## src/rtl/multicycle_controller.sv

```systemverilog
// Multi-cycle RV32I control sequencer.
// Fetches into an internal instruction register, then walks DECODE/EXEC/MEM/WB
// and raises the datapath strobes for each step. Memory and MMIO accesses use
// ready handshakes guarded by a wait-cycle timeout. Unknown opcodes, SYSTEM
// instructions and bus timeouts park the controller in HALT until reset.
module multicycle_controller #(
    parameter int unsigned           IO_HI_BITS  = 16,
    parameter logic [IO_HI_BITS-1:0] IO_ADDR_HI  = 16'hFFFF,
    parameter int unsigned           MEM_TIMEOUT = 255,
    parameter int unsigned           CNT_W       = 32
) (
    input  logic             clk,
    input  logic             rst_n,
    input  logic [31:0]      inst_in,
    input  logic [31:0]      addr,
    input  logic             mem_ready,
    input  logic             io_ready,
    output logic [3:0]       ALUOp,
    output logic [2:0]       ALUSrc,
    output logic             IRWrite,
    output logic             PCWrite,
    output logic             Branch,
    output logic             MemRead,
    output logic             MemWrite,
    output logic             ioRead,
    output logic             ioWrite,
    output logic             RegWrite,
    output logic             MemtoReg,
    output logic             is_signed,
    output logic             halted,
    output logic             illegal,
    output logic             bus_err,
    output logic [CNT_W-1:0] retired,
    output logic [2:0]       state
);

    // Opcode encodings recognised by the decoder
    localparam logic [6:0] OP_R      = 7'b0110011;
    localparam logic [6:0] OP_I      = 7'b0010011;
    localparam logic [6:0] OP_LOAD   = 7'b0000011;
    localparam logic [6:0] OP_STORE  = 7'b0100011;
    localparam logic [6:0] OP_BRANCH = 7'b1100011;
    localparam logic [6:0] OP_JAL    = 7'b1101111;
    localparam logic [6:0] OP_JALR   = 7'b1100111;
    localparam logic [6:0] OP_LUI    = 7'b0110111;
    localparam logic [6:0] OP_AUIPC  = 7'b0010111;
    localparam logic [6:0] OP_SYSTEM = 7'b1110011;

    // ALU operation codes
    localparam logic [3:0] ALU_ADD  = 4'd0;
    localparam logic [3:0] ALU_SUB  = 4'd1;
    localparam logic [3:0] ALU_SLL  = 4'd2;
    localparam logic [3:0] ALU_SRL  = 4'd3;
    localparam logic [3:0] ALU_SRA  = 4'd4;
    localparam logic [3:0] ALU_XOR  = 4'd5;
    localparam logic [3:0] ALU_OR   = 4'd6;
    localparam logic [3:0] ALU_AND  = 4'd7;
    localparam logic [3:0] ALU_BEQ  = 4'd8;
    localparam logic [3:0] ALU_BNE  = 4'd9;
    localparam logic [3:0] ALU_LT   = 4'd10;
    localparam logic [3:0] ALU_GE   = 4'd11;
    localparam logic [3:0] ALU_LTU  = 4'd12;
    localparam logic [3:0] ALU_GEU  = 4'd13;

    // ALU operand-B source selects
    localparam logic [2:0] SRC_RS2   = 3'd0;
    localparam logic [2:0] SRC_IMM   = 3'd1;
    localparam logic [2:0] SRC_PC4   = 3'd2;
    localparam logic [2:0] SRC_LUI   = 3'd3;
    localparam logic [2:0] SRC_AUIPC = 3'd4;
    localparam logic [2:0] SRC_SHAMT = 3'd5;

    localparam logic [31:0] IR_RESET = 32'h0000_0013;

    // Wait counter sized to hold MEM_TIMEOUT; expiry is detected one count early
    // so the HALT transition lands on the MEM_TIMEOUT-th non-ready cycle.
    localparam int unsigned         WAIT_W    = $clog2(MEM_TIMEOUT + 1);
    localparam logic [WAIT_W-1:0]   WAIT_LAST = WAIT_W'(MEM_TIMEOUT - 1);

    typedef enum logic [2:0] {
        S_FETCH  = 3'd0,
        S_DECODE = 3'd1,
        S_EXEC   = 3'd2,
        S_MEM    = 3'd3,
        S_WB     = 3'd4,
        S_HALT   = 3'd5
    } state_t;

    // ALU operation for the instruction held in IR
    function automatic logic [3:0] alu_op_f(input logic [31:0] ir);
        logic [3:0] op;
        logic       alt;
        op  = ALU_ADD;
        alt = (ir[31:25] == 7'h20);
        case (ir[6:0])
            OP_R, OP_I: begin
                case (ir[14:12])
                    3'd0:    op = (alt && (ir[6:0] == OP_R)) ? ALU_SUB : ALU_ADD;
                    3'd1:    op = ALU_SLL;
                    3'd2:    op = ALU_LT;
                    3'd3:    op = ALU_LTU;
                    3'd4:    op = ALU_XOR;
                    3'd5:    op = alt ? ALU_SRA : ALU_SRL;
                    3'd6:    op = ALU_OR;
                    3'd7:    op = ALU_AND;
                    default: op = ALU_ADD;
                endcase
            end
            OP_BRANCH: begin
                case (ir[14:12])
                    3'd0:    op = ALU_BEQ;
                    3'd1:    op = ALU_BNE;
                    3'd4:    op = ALU_LT;
                    3'd5:    op = ALU_GE;
                    3'd6:    op = ALU_LTU;
                    3'd7:    op = ALU_GEU;
                    default: op = ALU_ADD;
                endcase
            end
            default: op = ALU_ADD;
        endcase
        return op;
    endfunction

    // Operand-B source for the instruction held in IR
    function automatic logic [2:0] alu_src_f(input logic [31:0] ir);
        logic [2:0] src;
        src = SRC_RS2;
        case (ir[6:0])
            OP_R, OP_BRANCH:   src = SRC_RS2;
            OP_I:              src = ((ir[14:12] == 3'd1) || (ir[14:12] == 3'd5)) ? SRC_SHAMT : SRC_IMM;
            OP_LOAD, OP_STORE: src = SRC_IMM;
            OP_JAL, OP_JALR:   src = SRC_PC4;
            OP_LUI:            src = SRC_LUI;
            OP_AUIPC:          src = SRC_AUIPC;
            default:           src = SRC_RS2;
        endcase
        return src;
    endfunction

    // True for opcodes that proceed to EXEC
    function automatic logic op_known_f(input logic [6:0] opc);
        logic known;
        case (opc)
            OP_R, OP_I, OP_LOAD, OP_STORE, OP_BRANCH,
            OP_JAL, OP_JALR, OP_LUI, OP_AUIPC: known = 1'b1;
            default:                           known = 1'b0;
        endcase
        return known;
    endfunction

    state_t             state_q, state_d;
    logic [31:0]        ir_q, ir_d;
    logic [WAIT_W-1:0]  wait_q, wait_d;
    logic               illegal_q, illegal_d;
    logic               bus_err_q, bus_err_d;
    logic [CNT_W-1:0]   retired_q, retired_d;

    logic [6:0] opcode_s;
    logic [2:0] funct3_s;
    logic       is_load_s, is_store_s, is_branch_s, is_jump_s;
    logic       io_sel_s, ready_s, wait_last_s;

    logic ir_write_s, pc_write_s, branch_s, mem_read_s, mem_write_s;
    logic io_read_s, io_write_s, reg_write_s, mem_to_reg_s, is_signed_s;

    // Fields of IR that the controller never looks at
    logic unused_s;
    assign unused_s = ^{ir_q[24:15], ir_q[11:7], addr[31-IO_HI_BITS:0]};

    assign opcode_s    = ir_q[6:0];
    assign funct3_s    = ir_q[14:12];
    assign is_load_s   = (opcode_s == OP_LOAD);
    assign is_store_s  = (opcode_s == OP_STORE);
    assign is_branch_s = (opcode_s == OP_BRANCH);
    assign is_jump_s   = (opcode_s == OP_JAL) || (opcode_s == OP_JALR);
    assign io_sel_s    = (addr[31 -: IO_HI_BITS] == IO_ADDR_HI);
    assign ready_s     = io_sel_s ? io_ready : mem_ready;
    assign wait_last_s = (wait_q == WAIT_LAST);

    // Per-state strobes decoded from the current state and IR
    always_comb begin
        ir_write_s   = 1'b0;
        pc_write_s   = 1'b0;
        branch_s     = 1'b0;
        mem_read_s   = 1'b0;
        mem_write_s  = 1'b0;
        io_read_s    = 1'b0;
        io_write_s   = 1'b0;
        reg_write_s  = 1'b0;
        mem_to_reg_s = 1'b0;
        is_signed_s  = 1'b0;
        case (state_q)
            S_FETCH: begin
                mem_read_s = 1'b1;
                ir_write_s = mem_ready;
            end
            S_EXEC: begin
                if (is_branch_s) begin
                    branch_s   = 1'b1;
                    pc_write_s = 1'b1;
                end else if (is_jump_s) begin
                    branch_s   = 1'b1;
                end else begin
                    branch_s   = 1'b0;
                end
            end
            S_MEM: begin
                if (is_load_s) begin
                    io_read_s  = io_sel_s;
                    mem_read_s = !io_sel_s;
                end else begin
                    io_write_s  = io_sel_s;
                    mem_write_s = !io_sel_s;
                    pc_write_s  = ready_s;
                end
            end
            S_WB: begin
                reg_write_s  = 1'b1;
                pc_write_s   = 1'b1;
                branch_s     = is_jump_s;
                mem_to_reg_s = is_load_s;
                is_signed_s  = is_load_s && ((funct3_s == 3'd0) || (funct3_s == 3'd1));
            end
            default: begin
                pc_write_s = 1'b0;
            end
        endcase
    end

    // Strobes are forced low for as long as reset is asserted
    assign IRWrite   = ir_write_s   & rst_n;
    assign PCWrite   = pc_write_s   & rst_n;
    assign Branch    = branch_s     & rst_n;
    assign MemRead   = mem_read_s   & rst_n;
    assign MemWrite  = mem_write_s  & rst_n;
    assign ioRead    = io_read_s    & rst_n;
    assign ioWrite   = io_write_s   & rst_n;
    assign RegWrite  = reg_write_s  & rst_n;
    assign MemtoReg  = mem_to_reg_s & rst_n;
    assign is_signed = is_signed_s  & rst_n;

    assign ALUOp   = alu_op_f(ir_q);
    assign ALUSrc  = alu_src_f(ir_q);
    assign halted  = (state_q == S_HALT);
    assign illegal = illegal_q;
    assign bus_err = bus_err_q;
    assign retired = retired_q;
    assign state   = state_q;

    // Next-state, IR capture, wait-counter and halt-cause logic
    always_comb begin
        state_d   = state_q;
        ir_d      = ir_q;
        wait_d    = wait_q;
        illegal_d = illegal_q;
        bus_err_d = bus_err_q;
        if (pc_write_s) begin
            retired_d = retired_q + {{(CNT_W-1){1'b0}}, 1'b1};
        end else begin
            retired_d = retired_q;
        end
        case (state_q)
            S_FETCH: begin
                if (mem_ready) begin
                    ir_d    = inst_in;
                    wait_d  = '0;
                    state_d = S_DECODE;
                end else if (wait_last_s) begin
                    wait_d    = '0;
                    bus_err_d = 1'b1;
                    state_d   = S_HALT;
                end else begin
                    wait_d = wait_q + {{(WAIT_W-1){1'b0}}, 1'b1};
                end
            end
            S_DECODE: begin
                wait_d = '0;
                if (op_known_f(opcode_s)) begin
                    state_d = S_EXEC;
                end else if (opcode_s == OP_SYSTEM) begin
                    state_d = S_HALT;
                end else begin
                    illegal_d = 1'b1;
                    state_d   = S_HALT;
                end
            end
            S_EXEC: begin
                wait_d = '0;
                if (is_branch_s) begin
                    state_d = S_FETCH;
                end else if (is_load_s || is_store_s) begin
                    state_d = S_MEM;
                end else begin
                    state_d = S_WB;
                end
            end
            S_MEM: begin
                if (ready_s) begin
                    wait_d  = '0;
                    state_d = is_load_s ? S_WB : S_FETCH;
                end else if (wait_last_s) begin
                    wait_d    = '0;
                    bus_err_d = 1'b1;
                    state_d   = S_HALT;
                end else begin
                    wait_d = wait_q + {{(WAIT_W-1){1'b0}}, 1'b1};
                end
            end
            S_WB: begin
                wait_d  = '0;
                state_d = S_FETCH;
            end
            S_HALT: begin
                state_d = S_HALT;
            end
            default: begin
                state_d = S_HALT;
            end
        endcase
    end

    // Controller state registers with asynchronous reset
    always_ff @(posedge clk or negedge rst_n) begin
        if (!rst_n) begin
            state_q   <= S_FETCH;
            ir_q      <= IR_RESET;
            wait_q    <= '0;
            illegal_q <= 1'b0;
            bus_err_q <= 1'b0;
            retired_q <= '0;
        end else begin
            state_q   <= state_d;
            ir_q      <= ir_d;
            wait_q    <= wait_d;
            illegal_q <= illegal_d;
            bus_err_q <= bus_err_d;
            retired_q <= retired_d;
        end
    end

endmodule

```

## config.mk

```make
export PLATFORM = sky130hd
export DESIGN_NAME = multicycle_controller
export DESIGN_NICKNAME = d
export VERILOG_FILES = /design/src/rtl/multicycle_controller.sv
export SDC_FILE = /design/constraint.sdc
export NUM_CORES = 1
export LEC_CHECK = 0
export ABC_AREA = 1
export CAP_MARGIN = 25
export CORE_ASPECT_RATIO = 1.1
export CORE_MARGIN = 3
export CORE_UTILIZATION = 40
export DETAILED_ROUTE_END_ITERATION = 16
export PLACE_DENSITY = 0.76
export SLEW_MARGIN = 10
export SYNTH_ARGS = -nofsm -noshare
export SYNTH_HDL_FRONTEND = slang
export SYNTH_SLANG_ARGS = --single-unit
```

## constraint.sdc

```tcl
create_clock -name clk -period 2.13 [get_ports clk]
set_input_delay 0.426 -clock clk [delete_from_list [all_inputs] [get_ports clk]]
set_output_delay 0.426 -clock clk [all_outputs]
set_load 0.005 [all_outputs]
```

Word level (Yosys, flattened, before mapping) --
Cells that the tools add are included.
Cells by class: bitwise gates (word level) 12, mux-type cells 44, reduce and logical (&&, ||, !) cells 19, equality and inequality tests 27, add/sub/neg operators 2
Operator list (number):
- $add 32x1->32 const B | 1
- $pmux 4 s8 | 1
- $pmux 3 s5 | 2
- $eq 7x6->1 const B | 4
- $eq 7x7->1 const B | 4
- $mux 3 | 9
- $mux 8 | 3
- $pmux 4 s6 | 1
- $pmux 8 s3 | 1
- $mux 1 | 22
- $eq 3x3->1 const B | 6
- $eq 16x16->1 const B | 1
- $eq 7x5->1 const B | 2
- $eq 3x2->1 const B | 4
- $and 1x1->1 | 10
- $reduce_or 9->1 | 1
- $add 8x1->8 const B | 1
- $eq 8x8->1 const B | 1
- $pmux 4 s2 | 1
- $eq 7x2->1 const B | 1
- $eq 3x1->1 const B | 2
- $logic_not 3->1 | 2
- $pmux 1 s2 | 3
- $reduce_and 3->1 | 2
- 11 further kinds | 19
Storage, ports and cells: bits in registers 77, logic and storage cells 110

Depth between registers and ports, before layout --
depth in word-level cells 6, gate-level depth with buffers 11, depth with buffers taken out 10

Worst setup path before layout --
No wires, ideal clock.
path type flip-flop to output port, start point reg ir_q[1], end point out PCWrite, data arrival time 1.425 ns, stages on the path, launching flop included 10, path slack 0.279 ns, path through dfstp_2 nand2_2 inv_1 nand3_2 nor2_2 nand2_1 nand2_1 inv_2 buf_2 a21oi_1
On the way: word-level cells in the longest chain between the ends 4, elaborated cells between the ends (all ways) 6, classes of those cells 2 x eq/ne; 3 x mux; 1 x bitwise
RTL lines:
- start: declaration | RTL line 153 | logic [31:0] ir_q, ir_d;
- start signal: assignment | RTL line 334 | ir_q <= ir_d;
- $eq 7x2->1 / $eq 7x7->1 (equally long branches) | RTL line 173, 175
- $mux 1 (on tied branches) | RTL line 209, 199
- $pmux 1 s3 * | RTL line 193 | case (state_q)
- $and 1x1->1 * | RTL line 233 | assign PCWrite = pc_write_s & rst_n;
- end: declaration | RTL line 21 | output logic PCWrite,
Every way passes the cells marked *; elsewhere a longest branch is shown, timed or not.

Worst setup path after layout --
start point reg ir_q[0], end point out is_signed
On the way: word-level cells in the longest chain between the ends 4
RTL lines:
- $eq 7x2->1 | RTL line 173 | assign is_load_s = (opcode_s == OP_LOAD);
- $logic_and 1x1->1 | RTL line 223 | is_signed_s = is_load_s && ((funct3_s == 3'd0) || (funct3_s == 3'd1));
- $mux 1 | RTL line 193
- $and 1x1->1 | RTL line 241 | assign is_signed = is_signed_s & rst_n;
- end: declaration | RTL line 29 | output logic is_signed,
No other way between the ends.

==> summary.txt <==
Clock tree
  – CTS tree: built
  – Clock transition at path regs: 0.07 ns
  – Clk root buf: clkbuf_8
  – Max clock buf depth: 2
  – Clock Sinks: 62
  – Htree depth: 3
  – Worst skew pair latency: 0.34 ns
  – Number of buffers created by CTS: 9

Power
  – Switching part of the total: 21.7%
  – VDD IR-drop max: 372 uV
  – Sequential power share: 48.5%
  – Clock power frac: 46.3%
  – LEAKAGE: 2.88 nW
  – Power Density: 415 nW/um^2
  – Design Power: 2.43 mW
  – Psw: 0.526 mW
  – Comb power frac: 5.2%
  – Int Power: 1.90 mW

Run
  – Max-Cap Viols: 0

Yosys
  – YS warnings: 0
  – Synth top area share: 35.6%
  – Syn nets: 682
  – Mapped Cells: 611
  – EDFF count, synth: 0
  – Synth cell types: 35
  – Most instantiated library cell after synthesis: nand2_1
  – Async S/R FF share, synth: 100%
  – FF+latch count, synth: 62
  – Mean Syn Cell Area: 6.79 sq um
  – Commonest cells in the netlist: nand2_1 (236), nor2_1 (82), dfrtp_1 (59), nand3_1 (58), inv_1 (42)
  – Ranking of synthesized cells by area: dfrtp_1 (36%), nand2_1 (21%), nor2_1 (7.4%)
  – Syn Std Cell Area: 4150 sq um
  – Yosys top cell by area: dfrtp_1
  – Sequential fraction of the synthesis area: 37.5%
  – Ys flop type: dfrtp_1

Floorplan
  – Die area: 11,600 sq um
  – Rows: 38
  – Starting Density: 41.5%
  – Chip Width: 103 um
  – Boundary pin count: 123
  – Core ar.: 9980 sq um
  – Die Y: 113 um

Routing
  – DRT Pass-1 Iters: 5
  – Vias: 4,503
  – Via-to-Cell Ratio: 5.14
  – First DRT Iteration DRCs: 206
  – # DRC: 0
  – Total Wirelength: 12,500 um
  – Wire per inst: 14.3 um
  – Post-detailed-route count of antenna-violating nets: 0

Worst setup path
  – CP required: 1.70 ns
  – Setup Crit Path Kind: flip-flop to output port
  – Worst setup EP type: output port
  – Startpoint Class: flip-flop
  – Critical Path AT: 1.91 ns
  – Worst Path Max Fanout: 4

Cells and area
  – Fillers: 908
  – Area growth, synth to finish: 40.8%
  – Fin nets: 822
  – Finished Layout Cells: 876
  – Post-Route Utilization: 58.5%
  – Sequential Area: 1560 sq um
  – Multi-input logic area: 2430 sq um
  – Share of cells above drive strength 1: 16.6%

Timing
  – Final Hold Fails: 0
  – Clock Skew: 0.00794 ns
  – Fmax: 428 MHz
  – RSZ-0062 raised after global routing: yes
  – Final setup fails: 12
  – Slew @ Worst Pin: 0.772 ns
  – Final setup margin: -0.207 ns
  – Pins Over Slew Limit: 0
  – Crit path time final: 2.34 ns
  – Fin crit share: 110%
  – Max-slew headroom: 48.5%

GRT
  – Largest net degree at the start of global routing: 60
  – First-pass GRT wire length: 20,200 um
  – Initial antenna violation count: 0
  – GRT Overall Usage: 21.6%
  – Vias in the first global route: 4,391
  – GRT overflow: 0

Placed design
  – Placed cells: 843
  – Post-DP HPWL: 8910 um
  – Port bufs: 91
  – Gpl congestion: 0.935

Outcome
  – Outcome: finished, violations left
  – Failing checks: negative setup slack

Min path
  – Hold Path Class: flip-flop to flip-flop
-- power by group through the flow --
stage / sequential (mW) / combinational (mW) / clock, mW
CTS: 1.18 / 0.126 / 1.15
floorplan: 1.20 / 0.0171 / 0
detailed placement: 1.20 / 0.125 / 0
global route: 1.18 / 0.138 / 1.20
global placement: 1.20 / 0.122 / 0
finish: 1.18 / 0.126 / 1.12
-- stage by stage --
stage / instance area (sq um) / TNS (ns) / setup WS, ns / hold WS (ns)
5_1_grt: 5840 / -2.44 / -0.307 / 0.507
2_1_floorplan: 4150 / 0 / 0.279 / 0.130
6_report: 5840 / -1.17 / -0.207 / 0.479
3_3_place_gp: 5390 / -9.75 / -0.418 / 0.363
3_5_place_dp: 5390 / -12.37 / -0.484 / 0.353
4_1_cts: 5650 / -1.80 / -0.287 / 0.483
-- kinds of logic after synthesis --
| group | synth area share (%) |
|---|---|
| xor gates and xnor gates | 5.28 |
| AOI/OAI and AO/OA | 3.29 |
| muxes | 2.17 |
| and+or+nand+nor | 44.7 |
| adders and majority gates | 0.905 |
| buffers and inverters | 6.13 |
| DFF | 37.5 |
-- sequential cells by signal, indices dropped and copies added (netlist names) --
signal / flops
illegal: 1
ir_q: 17
bus_err: 1
retired: 32
wait_q: 8
state: 3
-- per-layer routing --
layer,share of wire (%),track usage (%),vias to the layer above,routed length (um)
met3,6.5,4.75,32,810
met1,40,25.7,2082,5020
met5,0,0,-,0
met4,3.1,7.34,0,384
li1,-,-,2233,-
met2,50,37.8,156,6280
-- timing repair --
action / CTS / global route
endpoints found under the hold margin: 3 / 0
buffers inserted: 9 / 8
gates resized for setup: 68 / 30
endpoints found under the setup margin: 17 / 49
pin swaps: 10 / 10
hold buffers: 1 / 0
cloned: 0 / 2
-- worst max-delay path, stage by stage, from the launching register on --
cell and delay [ns]:
dfstp_2 0.55, nand2_4 0.08, nor3_4 0.17, nand4_4 0.14, nor3_2 0.13, buf_4 0.15, buf_6 0.09, and3_4 0.17
buf_6 0.09
-- path summary, 6_finish.rpt --
check | from | end | slack (ns) | cells past startpoint
worst max-delay path | ir_q[0]$_DFFE_PN1P_ | is_signed | -0.21 | 8
worst min register to register | bus_err$_DFFE_PN0P_ | bus_err$_DFFE_PN0P_ | 0.48 | 2
min in group asynchronous | rst_n | state[2]$_DFF_PN0_ | 0.59 | 3
worst min-delay path | bus_err$_DFFE_PN0P_ | bus_err$_DFFE_PN0P_ | 0.48 | 2
max in group asynchronous | rst_n | ir_q[3]$_DFFE_PN0P_ | 0.58 | 4
worst max register to register | ir_q[0]$_DFFE_PN1P_ | retired[31]$_DFFE_PN0P_ | 0.11 | 12
-- layout make-up --
type	instances	share of cell area, %
clock inverter	4	1.24
timing repair buffer	142	22.6
multi-input combinational	490	41.7
tap	120	2.57
sequential	62	26.6
inverter	46	2.96
clock buffer	11	2.25
antenna	1	0.0429
-- cells in the final DEF, fill, tap and decap left out, types with 3 or more instances in the layout --
cell | synthesis | routed
nand3_2 | 2 | 3
nand2_1 | 236 | 235
mux2_2 | 8 | 8
a21oi_1 | 12 | 11
buf_6 | 3 | 8
nor2_4 | 0 | 4
xor2_1 | 16 | 16
buf_4 | 0 | 40
clkbuf_8 | 0 | 9
nand3_1 | 58 | 55
clkdlybuf4s50_1 | 0 | 71
nor3_2 | 2 | 3
inv_1 | 42 | 40
nand4_1 | 8 | 8
nor3_1 | 17 | 16
nor2_1 | 82 | 79
buf_2 | 8 | 11
nand3_4 | 1 | 3
xnor2_1 | 9 | 9
ha_1 | 3 | 3
o21ai_0 | 7 | 6
dfstp_2 | 3 | 3
nand3b_1 | 9 | 9
inv_2 | 4 | 6
nor2_2 | 7 | 6
dfrtp_1 | 59 | 59
Note: power is estimated with default switching activity, not from simulation.
